==> src/rtl/fetch_prefetch.sv <==
// fetch_prefetch: instruction prefetch queue in front of an in-order memory.
// Requests are allocated into a DEPTH-entry circular queue at accept and
// filled in order as responses return. Redirects flush the queue and count
// the in-flight responses that must be dropped.
// Optional feature macro: FETCH_PREFETCH_FLUSHCNT_EN (redirect counter on FlushCntF).
module fetch_prefetch #(
    parameter int             N        = 32,
    parameter int             DEPTH    = 4,
    parameter int             PC_STEP  = 4,
    parameter logic [N-1:0]   RESET_PC = '0
) (
    input  logic         clk,
    input  logic         rst,
    input  logic [N-1:0] ResultW,
    input  logic         PCSrcW,
    input  logic [N-1:0] ExtImmE,
    input  logic         BranchTakenE,
    input  logic         StallF,
    output logic         imem_req_valid,
    input  logic         imem_req_ready,
    output logic [N-1:0] imem_addr,
    input  logic         imem_rsp_valid,
    input  logic [N-1:0] imem_rsp_data,
    output logic [N-1:0] InstrF,
    output logic [N-1:0] PCF,
    output logic [N-1:0] PCPlus4F,
    output logic         ValidF,
    output logic [15:0]  FlushCntF
);
    localparam int AW = $clog2(DEPTH);
    localparam int DW = 8;

    typedef enum logic [1:0] {BOOT, RUN, FULL} state_t;

    state_t        state;
    logic [N-1:0]  fpc;
    logic [N-1:0]  q_pc    [DEPTH];
    logic [N-1:0]  q_instr [DEPTH];
    // head: oldest entry, fptr: oldest unfilled entry, tail: next allocation.
    // An entry is filled exactly when it lies in [head, fptr).
    logic [AW:0]   head, fptr, tail;
    logic [DW-1:0] discard;

    logic          redirect;
    logic [N-1:0]  target;
    logic [AW:0]   count, unfilled, count_nx;
    logic [DW-1:0] outstanding;
    logic          acc, deq, fill, drop;

    // Redirect selection, queue occupancy and per-cycle handshake decisions
    always_comb begin
        redirect    = BranchTakenE | PCSrcW;
        target      = BranchTakenE ? ExtImmE : ResultW;
        count       = tail - head;
        unfilled    = tail - fptr;
        outstanding = discard + DW'(unfilled);
        ValidF      = (fptr != head) && !redirect;
        deq         = ValidF && !StallF;
        // In FULL a request may go out only when the head leaves this cycle
        imem_req_valid = !redirect && ((state == RUN) || ((state == FULL) && deq));
        acc         = imem_req_valid && imem_req_ready;
        drop        = imem_rsp_valid && (discard != '0);
        fill        = imem_rsp_valid && (discard == '0) && (unfilled != '0);
        count_nx    = count + (AW+1)'(acc) - (AW+1)'(deq);
    end

    assign imem_addr = fpc;
    assign InstrF    = q_instr[head[AW-1:0]];
    assign PCF       = q_pc[head[AW-1:0]];
    assign PCPlus4F  = PCF + N'(PC_STEP);

    // FSM, fetch PC, queue pointers/entries and response discard bookkeeping
    always_ff @(posedge clk or negedge rst) begin
        if (!rst) begin
            state   <= BOOT;
            fpc     <= RESET_PC;
            head    <= '0;
            fptr    <= '0;
            tail    <= '0;
            discard <= '0;
            for (int i = 0; i < DEPTH; i++) begin
                q_pc[i]    <= RESET_PC;
                q_instr[i] <= '0;
            end
        end else if (redirect) begin
            fpc   <= target;
            head  <= '0;
            fptr  <= '0;
            tail  <= '0;
            state <= RUN;
            // Every request still in flight comes back later and must be
            // dropped, except one whose response lands this very cycle.
            discard <= outstanding - DW'(imem_rsp_valid && (outstanding != '0));
        end else begin
            if (acc) begin
                q_pc[tail[AW-1:0]] <= fpc;
                fpc  <= fpc + N'(PC_STEP);
                tail <= tail + 1'b1;
            end
            if (deq)
                head <= head + 1'b1;
            if (fill) begin
                q_instr[fptr[AW-1:0]] <= imem_rsp_data;
                fptr <= fptr + 1'b1;
            end
            if (drop)
                discard <= discard - 1'b1;
            if (state == BOOT)
                state <= RUN;
            else
                state <= (count_nx == (AW+1)'(DEPTH)) ? FULL : RUN;
        end
    end

`ifdef FETCH_PREFETCH_FLUSHCNT_EN
    logic [15:0] flushcnt;

    // Saturating count of redirect cycles
    always_ff @(posedge clk or negedge rst) begin
        if (!rst)
            flushcnt <= '0;
        else if (redirect && (flushcnt != 16'hFFFF))
            flushcnt <= flushcnt + 16'd1;
    end

    assign FlushCntF = flushcnt;
`else
    assign FlushCntF = '0;
`endif

endmodule

==> config.mk <==
export PLATFORM = sky130hd
export DESIGN_NAME = fetch_prefetch
export DESIGN_NICKNAME = d
export VERILOG_FILES = /design/src/rtl/fetch_prefetch.sv
export SDC_FILE = /design/constraint.sdc
export NUM_CORES = 1
export LEC_CHECK = 0
export ABC_AREA = 1
export BUFFER_PORTS_ARGS = -buffer_cell sky130_fd_sc_hd__buf_2
export CORE_MARGIN = 5
export CORE_UTILIZATION = 45
export DETAILED_ROUTE_END_ITERATION = 12
export PLACE_DENSITY = 0.72
export SYNTH_ARGS = -nofsm -noshare
export SYNTH_HDL_FRONTEND = slang
export SYNTH_SLANG_ARGS = --single-unit
==> constraint.sdc <==
create_clock -name clk -period 4.1 [get_ports clk]
set_clock_uncertainty 0.05 [all_clocks]
set_input_delay 0.41 -clock clk [delete_from_list [all_inputs] [get_ports clk]]
set_output_delay 0.41 -clock clk [all_outputs]
set_load 0.02 [all_outputs]
==> results of run 1 <==
-- repair_timing --
item | in CTS | in global routing
endpoints found under the hold margin | 101 | 0
hold buffers | 1 | 0
gates resized for setup | 0 | 12
setup endpoints to repair | 0 | 14
-- metal layers --
metal	vias up	track usage (%)	share of wire (%)
met1	7894	34.0	43
met3	94	4.18	8.0
li1	7972	-	-
met5	-	0	0
met2	661	38.9	46
met4	0	7.75	3.0
-- flip-flops by register name (all words and copies together) (netlist names) --
name,flops
q_instr,128
head,3
fptr,3
state,2
tail,3
q_pc,128
imem_addr,32
discard,8
-- worst paths after layout --
check,start,endpoint,depth (start not counted)
min in group asynchronous,rst,imem_addr[14],2
max,head[0],PCPlus4F[19],13
max in group asynchronous,rst,q_instr[47],3
max reg2reg,tail[0],discard[4],20
min reg2reg,q_pc[95],q_pc[95],2
min,ResultW[1],imem_addr[1],3
-- power by group through the flow --
| stage | sequential (mW) | combinational [mW] | clock, mW |
|---|---|---|---|
| final | 3.48 | 1.62 | 3.24 |
| after CTS | 3.47 | 1.61 | 3.31 |
| after floorplan | 3.43 | 1.07 | 0 |
| after global placement | 3.52 | 1.59 | 0 |
| after global routing | 3.50 | 1.81 | 3.43 |
| after detailed placement | 3.53 | 1.60 | 0 |
-- cell type report --
class                      instances  area, um2
clock buffer                      51       1060
clock inverter                    10        138
fill                            3639      17800
inverter                         185        697
multi-input combinational       1707       8070
sequential                       307       7690
tap                              511        639
timing repair buffer             268       1560
-- cell usage after synthesis (3+ instances only) --
cell type | number | area (um2)
sky130_fd_sc_hd__nand4_1 | 151 | 945
sky130_fd_sc_hd__o22ai_1 | 43 | 269
sky130_fd_sc_hd__buf_2 | 33 | 165
sky130_fd_sc_hd__xnor2_1 | 8 | 70.1
sky130_fd_sc_hd__o21ai_1 | 13 | 65.1
sky130_fd_sc_hd__nor2_1 | 222 | 833
sky130_fd_sc_hd__nor3_1 | 17 | 85.1
sky130_fd_sc_hd__xor2_1 | 27 | 236
sky130_fd_sc_hd__nand3b_1 | 4 | 30.0
sky130_fd_sc_hd__buf_1 | 8 | 30.0
sky130_fd_sc_hd__nor2_2 | 3 | 18.8
sky130_fd_sc_hd__o211ai_1 | 20 | 150
sky130_fd_sc_hd__buf_4 | 22 | 165
sky130_fd_sc_hd__fa_1 | 4 | 80.1
sky130_fd_sc_hd__nand2_1 | 736 | 2760
sky130_fd_sc_hd__a21oi_1 | 22 | 110
sky130_fd_sc_hd__clkbuf_1 | 129 | 484
sky130_fd_sc_hd__and2_1 | 5 | 31.3
sky130_fd_sc_hd__dfrtp_1 | 307 | 7680
sky130_fd_sc_hd__ha_1 | 20 | 250
sky130_fd_sc_hd__nand2_2 | 3 | 18.8
sky130_fd_sc_hd__nand3_1 | 89 | 445
sky130_fd_sc_hd__o21ai_0 | 286 | 1430
sky130_fd_sc_hd__inv_1 | 182 | 683
-- cell usage in the layout (no fill, tap or decap), types with 3 or more instances in the layout --
cell,instances
sky130_fd_sc_hd__clkinv_2,3
sky130_fd_sc_hd__nand3b_1,4
sky130_fd_sc_hd__o21ai_1,14
sky130_fd_sc_hd__xor2_1,26
sky130_fd_sc_hd__ha_1,19
sky130_fd_sc_hd__clkbuf_8,10
sky130_fd_sc_hd__nand2_2,4
sky130_fd_sc_hd__clkbuf_1,5
sky130_fd_sc_hd__nand4_1,151
sky130_fd_sc_hd__buf_12,7
sky130_fd_sc_hd__nand3_1,89
sky130_fd_sc_hd__nor2_2,6
sky130_fd_sc_hd__o22ai_1,43
sky130_fd_sc_hd__a21oi_1,22
sky130_fd_sc_hd__fa_1,4
sky130_fd_sc_hd__dfrtp_1,304
sky130_fd_sc_hd__buf_2,230
sky130_fd_sc_hd__and2_1,5
sky130_fd_sc_hd__clkbuf_16,36
sky130_fd_sc_hd__o21ai_0,285
sky130_fd_sc_hd__nor2_1,219
sky130_fd_sc_hd__xnor2_1,8
sky130_fd_sc_hd__inv_1,181
sky130_fd_sc_hd__nand2_1,735
sky130_fd_sc_hd__buf_4,27
sky130_fd_sc_hd__o211ai_1,20
sky130_fd_sc_hd__conb_1,16
sky130_fd_sc_hd__nor3_1,16
-- worst max-delay path, cell delays in order (launching register included) --
cell                      delay (ns)
sky130_fd_sc_hd__dfrtp_4        0.65
sky130_fd_sc_hd__buf_16         0.40
sky130_fd_sc_hd__nand2_1        0.11
sky130_fd_sc_hd__nand3_1        0.11
sky130_fd_sc_hd__nand2_1        0.10
sky130_fd_sc_hd__inv_1          0.17
sky130_fd_sc_hd__nand2_1        0.08
sky130_fd_sc_hd__nor2_1         0.25
sky130_fd_sc_hd__nand2_1        0.17
sky130_fd_sc_hd__nor2_2         0.24
sky130_fd_sc_hd__nand3_1        0.10
sky130_fd_sc_hd__nand2_1        0.07
sky130_fd_sc_hd__and2_1         0.11
sky130_fd_sc_hd__buf_2          0.16
-- kinds of logic after synthesis --
family | Yosys count | synth area share (%)
simple gates | 1237 | 30.4
buf+inv | 377 | 8.94
other cells | 1 | 0.0218
compound gates | 395 | 12.3
fa+ha+maj | 24 | 1.92
xor+xnor | 35 | 1.78
flops | 307 | 44.6
==> run_results.csv, run 1 <==
group,metric,value,unit
placement,numPortBuffers,232,
worst_setup_path,timing.critical_path.arrival,3.32,ns
clock_network,tritoncts_sinks,307,
timing,finalWorstSetupSlack,0.319,ns
timing,finalCriticalPeriod,3.78,ns
power_and_ir_drop,power.sequential.fraction,41.7,%
placement,placement.setup.worst_slack,0.159,ns
clock_network,clock_root_buffer,"sky130_fd_sc_hd__clkbuf_16",
routing,drtAntennaViolNets,0,
power_and_ir_drop,share_of_power_burned_in_combinational_logic,19.4,%
routing,detail_route.drc_violations,0,
power_and_ir_drop,clockPowerShare,38.9,%
worst_setup_path,worst_setup_path_type,"reg -> out",
synth,async_flop_share,100,%
routing,detail_route.wl_per_cell,17.3,um
global_routing,grt_pass1_wl,84.0,mm
final_layout,numnets_final,2632,
global_routing,grtUsageTotal,24.4,%
min_path,hp-class,"in -> reg",
power_and_ir_drop,vdd.ir_drop.worst,331,uV
worst_setup_path,worst_ep_required_time,3.64,ns
worst_setup_path,rrSetupSlack,0.32,ns
routing,vias,16621,
placement,dp.cells,2977,
timing,timing_max_transition_violations_final,0,
synth,synth_edf_count,0,
global_routing,grt_start_max_net_pins,133,
routing,drtPass1Iterations,6,
routing,drt_wl_total,52.6,mm
floorplanning,design.core.area,0.0377,mm2
synth,postSynthRegisterBits,307,
clock_network,tritoncts,"done",
synth,netlist_instances,2376,
global_routing,gr-total-overflow,0,
floorplanning,dieWidth,206,um
final_layout,fin_util,52.7,%
routing,drt-initial-drc-count,1658,
timing,timing.final.crit_share,92.2,%
timing,setup-tns-final,0,ns
timing,setup_viol,0,
clock_network,cts-buffers-inserted,36,
power_and_ir_drop,netSwitchingPower,2.69,mW
clock_network,cts-htree-levels,2,
timing,grt_setup_unrepaired,"false",
global_routing,first_global_vias,15752,
clock_network,cts_setup_buffers,0,
synth,synth_seq_area_share,44.6,%
clock_network,worst_setup_hold_path_clk_slew,0.06,ns
placement,dpl-instance-area,0.0186,mm2
clock_network,clock_insertion_delay_worst_skew,0.55,ns
final_layout,postLayoutCellArea,0.0198,mm2
timing,final.hold.worst_slack,0.0649,ns
floorplanning,chipHeight,206,um
timing,timing_hold_violations_final,0,
job,maxCapViolations,0,
power_and_ir_drop,leakage,10.3,nW
final_layout,post_route_cells_drive_above_1_share,13.7,%
synth,ys.warnings.count,0,
final_layout,fin_cells,3039,
worst_setup_path,critical_path.endpoint_type,"primary output",
global_routing,grt_antenna_before_repair,0,
clock_network,cts_max_path_buffers,3,
power_and_ir_drop,design_power_total,8.33,mW
power_and_ir_drop,cellInternalPower,5.65,mW
floorplanning,start_util,45.7,%
synth,postSynthAreaPerCell,7.24,um2
floorplanning,fp.dieArea,0.0423,mm2
synth,synth_area,0.0172,mm2
floorplanning,boundaryPins,249,
placement,hpwl,35.0,mm
timing,max_slew.worst_pin.slew,0.905,ns
timing,max_freq,265,MHz
power_and_ir_drop,power.share.switching,32.3,%
power_and_ir_drop,cell_area_power_density,420,mW/mm2
synth,count_of_different_cell_masters_after_synthesis,40,
final_layout,diodes,0,
timing,max-slew-margin-rel,39.7,%
run_status,outcome,"finished clean",
synth,ys_dominant_reg_cell,"sky130_fd_sc_hd__dfrtp_1",
worst_setup_path,worstSetupStartpointType,"register",
routing,post_drt_via_cell_ratio,5.47,
worst_setup_path,critPathMaxFanout,104,
placement,routabilityCongestion,0.989,
final_layout,area.growth.synth_to_final,15.3,%
floorplanning,rows,71,
Note: power is estimated with default switching activity, not from simulation.
==> run 2, diff against run 1 <==
CORE_UTILIZATION = 25   (was 45)
PLACE_DENSITY = 0.48   (was 0.72)
==> run 2 against run 1 <==
  * First-iteration DRC count fell by 18%
  * Global-route usage fell by 8.1 points
  * Sequential share of layout area fell by 1.1 points
  * Cell count rose by 13%
  * Utilization fell by 23 points
  * Combinational power rose by 4%
  * Hold slack got worse by 0.010 ns
  * Wire length rose by 17%
  * Register-to-register slack barely moved
  * Total power rose by 5.6%
  * Largest cell class unchanged
  * Highest routed layer is now met5
==> run_results.csv, run 2 (same netlist as run 1, synthesis figures left out) <==
group,metric,value,unit
final_layout,layout.cells.most_common,"sky130_fd_sc_hd__nand2_1",
final_layout,fin_util,29.8,%
worst_setup_path,worst_setup_path_type,"reg -> out",
routing,detail_route.drc_violations,0,
floorplanning,chipHeight,272,um
routing,drt-initial-drc-count,1352,
worst_setup_path,worstSetupStartpointType,"register",
timing,max_freq,265,MHz
min_path,min_path_cells,3,
global_routing,gr-total-overflow,0,
final_layout,diodes,0,
worst_setup_path,timing.critical_path.arrival,3.32,ns
placement,numPortBuffers,232,
clock_network,tritoncts,"done",
floorplanning,rows,96,
placement,hpwl,40.5,mm
timing,timing_max_transition_violations_final,0,
final_layout,area.growth.synth_to_final,18.7,%
clock_network,tritoncts_sinks,307,
routing,drtPass1Iterations,5,
routing,detail_route.wl_per_cell,18.0,um
routing,drtAntennaViolNets,0,
routing,drt_wl_total,61.5,mm
worst_setup_path,critPathMaxFanout,32,
routing,post_drt_via_cell_ratio,4.81,
timing,finalCriticalPeriod,3.78,ns
clock_network,cts_max_path_buffers,3,
worst_setup_path,worst_ep_required_time,3.64,ns
power_and_ir_drop,cell_area_power_density,431,mW/mm2
clock_network,clock_insertion_delay_worst_skew,0.55,ns
clock_network,cts-htree-levels,2,
min_path,hold_path_startpoint,"ResultW[1]",
floorplanning,dieWidth,272,um
clock_network,clock_root_buffer,"sky130_fd_sc_hd__clkbuf_16",
timing,grt_setup_unrepaired,"true",
placement,routabilityCongestion,0.853,
final_layout,layout_common_cells,"sky130_fd_sc_hd__nand2_1 (735), sky130_fd_sc_hd__dfrtp_1 (305), sky130_fd_sc_hd__o21ai_0 (286)",
clock_network,cts_setup_buffers,0,
timing,max_slew.worst_pin.slew,0.975,ns
global_routing,grt_pass1_wl,96.8,mm
floorplanning,design.core.area,0.0685,mm2
final_layout,post_route_cells_drive_above_1_share,14.0,%
worst_setup_path,worstRegToRegCells,23,
global_routing,first_global_vias,16622,
floorplanning,boundaryPins,249,
power_and_ir_drop,vdd.ir_drop.worst,282,uV
timing,max-slew-margin-rel,35.0,%
global_routing,grtUsageTotal,16.2,%
floorplanning,start_util,25.1,%
worst_setup_path,critical_path.endpoint_type,"primary output",
worst_setup_path,worst_r2r_endpoint,"discard[7]",
worst_setup_path,regToRegStartpoint,"tail[0]",
job,maxCapViolations,0,
clock_network,cts-buffers-inserted,39,
worst_setup_path,rrSetupSlack,0.33,ns
timing,setup_viol,0,
final_layout,numnets_final,2641,
min_path,worst_hold_path.endpoint,"imem_addr[1]",
global_routing,grt_antenna_before_repair,2,
run_status,outcome,"finished clean",
timing,timing.final.crit_share,92.1,%
final_layout,fill_cells,7493,
global_routing,grt_start_max_net_pins,123,
placement,dpl-instance-area,0.0191,mm2
clock_network,worst_setup_hold_path_clk_slew,0.06,ns
timing,timing_hold_violations_final,0,
min_path,hp-class,"in -> reg",
final_layout,postLayoutCellArea,0.0204,mm2
routing,vias,16482,
floorplanning,fp.dieArea,0.0742,mm2
power_and_ir_drop,leakage,10.4,nW
[run 2: cell count changes in the layout (fill, tap and decap cells not counted), sizes merged]
cell / previous run / this run
buf: 267 / 273
bufinv: 2 / 5
clkbuf: 51 / 54
clkinv: 6 / 10
clkinvlp: 0 / 1
inv: 187 / 184
[run 2: timing repair]
item,in CTS,in global routing
hold buffers,1,0
endpoints found under the hold margin,103,0
gates resized for setup,0,7
endpoints found under the setup margin,0,4
[run 2: final cells by class]
class	count	area (um2)	share of cell area (%)
clock buffers	54	1120	5.50
clock inverters	15	218	1.07
inverters	185	701	3.43
multi-input cells	1707	8050	39.4
flip-flops and latches	307	7690	37.6
well taps	882	1100	5.40
repair buffers	274	1550	7.56
[run 2: how the worst max path moves through the flow]
stage	start	to	slack [ns]	depth (start not counted)
final	head[0]	PCPlus4F[18]	0.32	13
after global routing	tail[0]	discard[7]	-0.005	25
after CTS	head[1]	PCPlus4F[18]	0.16	13
after detailed placement	tail[0]	discard[7]	0.26	23
after global placement	tail[0]	discard[7]	0.27	23
after floorplan	tail[0]	discard[4]	0.51	21
[run 2: power by group]
part / total (mW) / internal [mW] / switching [mW] / leakage [nW]
logic: 1.68 / 0.502 / 1.18 / 5.62
registers: 3.49 / 3.22 / 0.276 / 4.14
clock network: 3.63 / 2.23 / 1.40 / 0.661
total: 8.80 / 5.95 / 2.86 / 10.4
[run 2: routing by layer]
layer  track usage (%)  share of wire (%)  vias up
met2              28.1                 49      435
met1              20.1                 42     7924
met5                 0              0.047        -
met4              6.68                4.1        4
met3              2.82                5.2      111
li1                  -                  -     8008
[run 2: critical path: stages, from the launching register on]
cell and delay (ns):
sky130_fd_sc_hd__dfrtp_4 0.54, sky130_fd_sc_hd__inv_6 0.26, sky130_fd_sc_hd__o211ai_1 0.13, sky130_fd_sc_hd__nand2_1 0.12, sky130_fd_sc_hd__ha_1 0.29, sky130_fd_sc_hd__inv_1 0.07
sky130_fd_sc_hd__nor2_1 0.22, sky130_fd_sc_hd__inv_1 0.08, sky130_fd_sc_hd__nor2_2 0.21, sky130_fd_sc_hd__inv_1 0.10, sky130_fd_sc_hd__nor2_1 0.28, sky130_fd_sc_hd__nand2_1 0.11
sky130_fd_sc_hd__xnor2_1 0.15, sky130_fd_sc_hd__buf_2 0.19
[run 2: metrics by stage]
stage | setup TNS (ns) | setup slack [ns] | hold WS (ns) | instances | total power, mW
floorplan | 0 | 0.511 | 0.0644 | 2391 | 4.50
global placement | 0 | 0.265 | 0.399 | 3354 | 5.25
detailed placement | 0 | 0.259 | 0.403 | 3354 | 5.25
CTS | 0 | 0.157 | 0.0149 | 3424 | 8.95
global route | -0.00534 | -0.00534 | 0.0387 | 3424 | 9.26
finish | 0 | 0.324 | 0.0544 | 3424 | 8.80
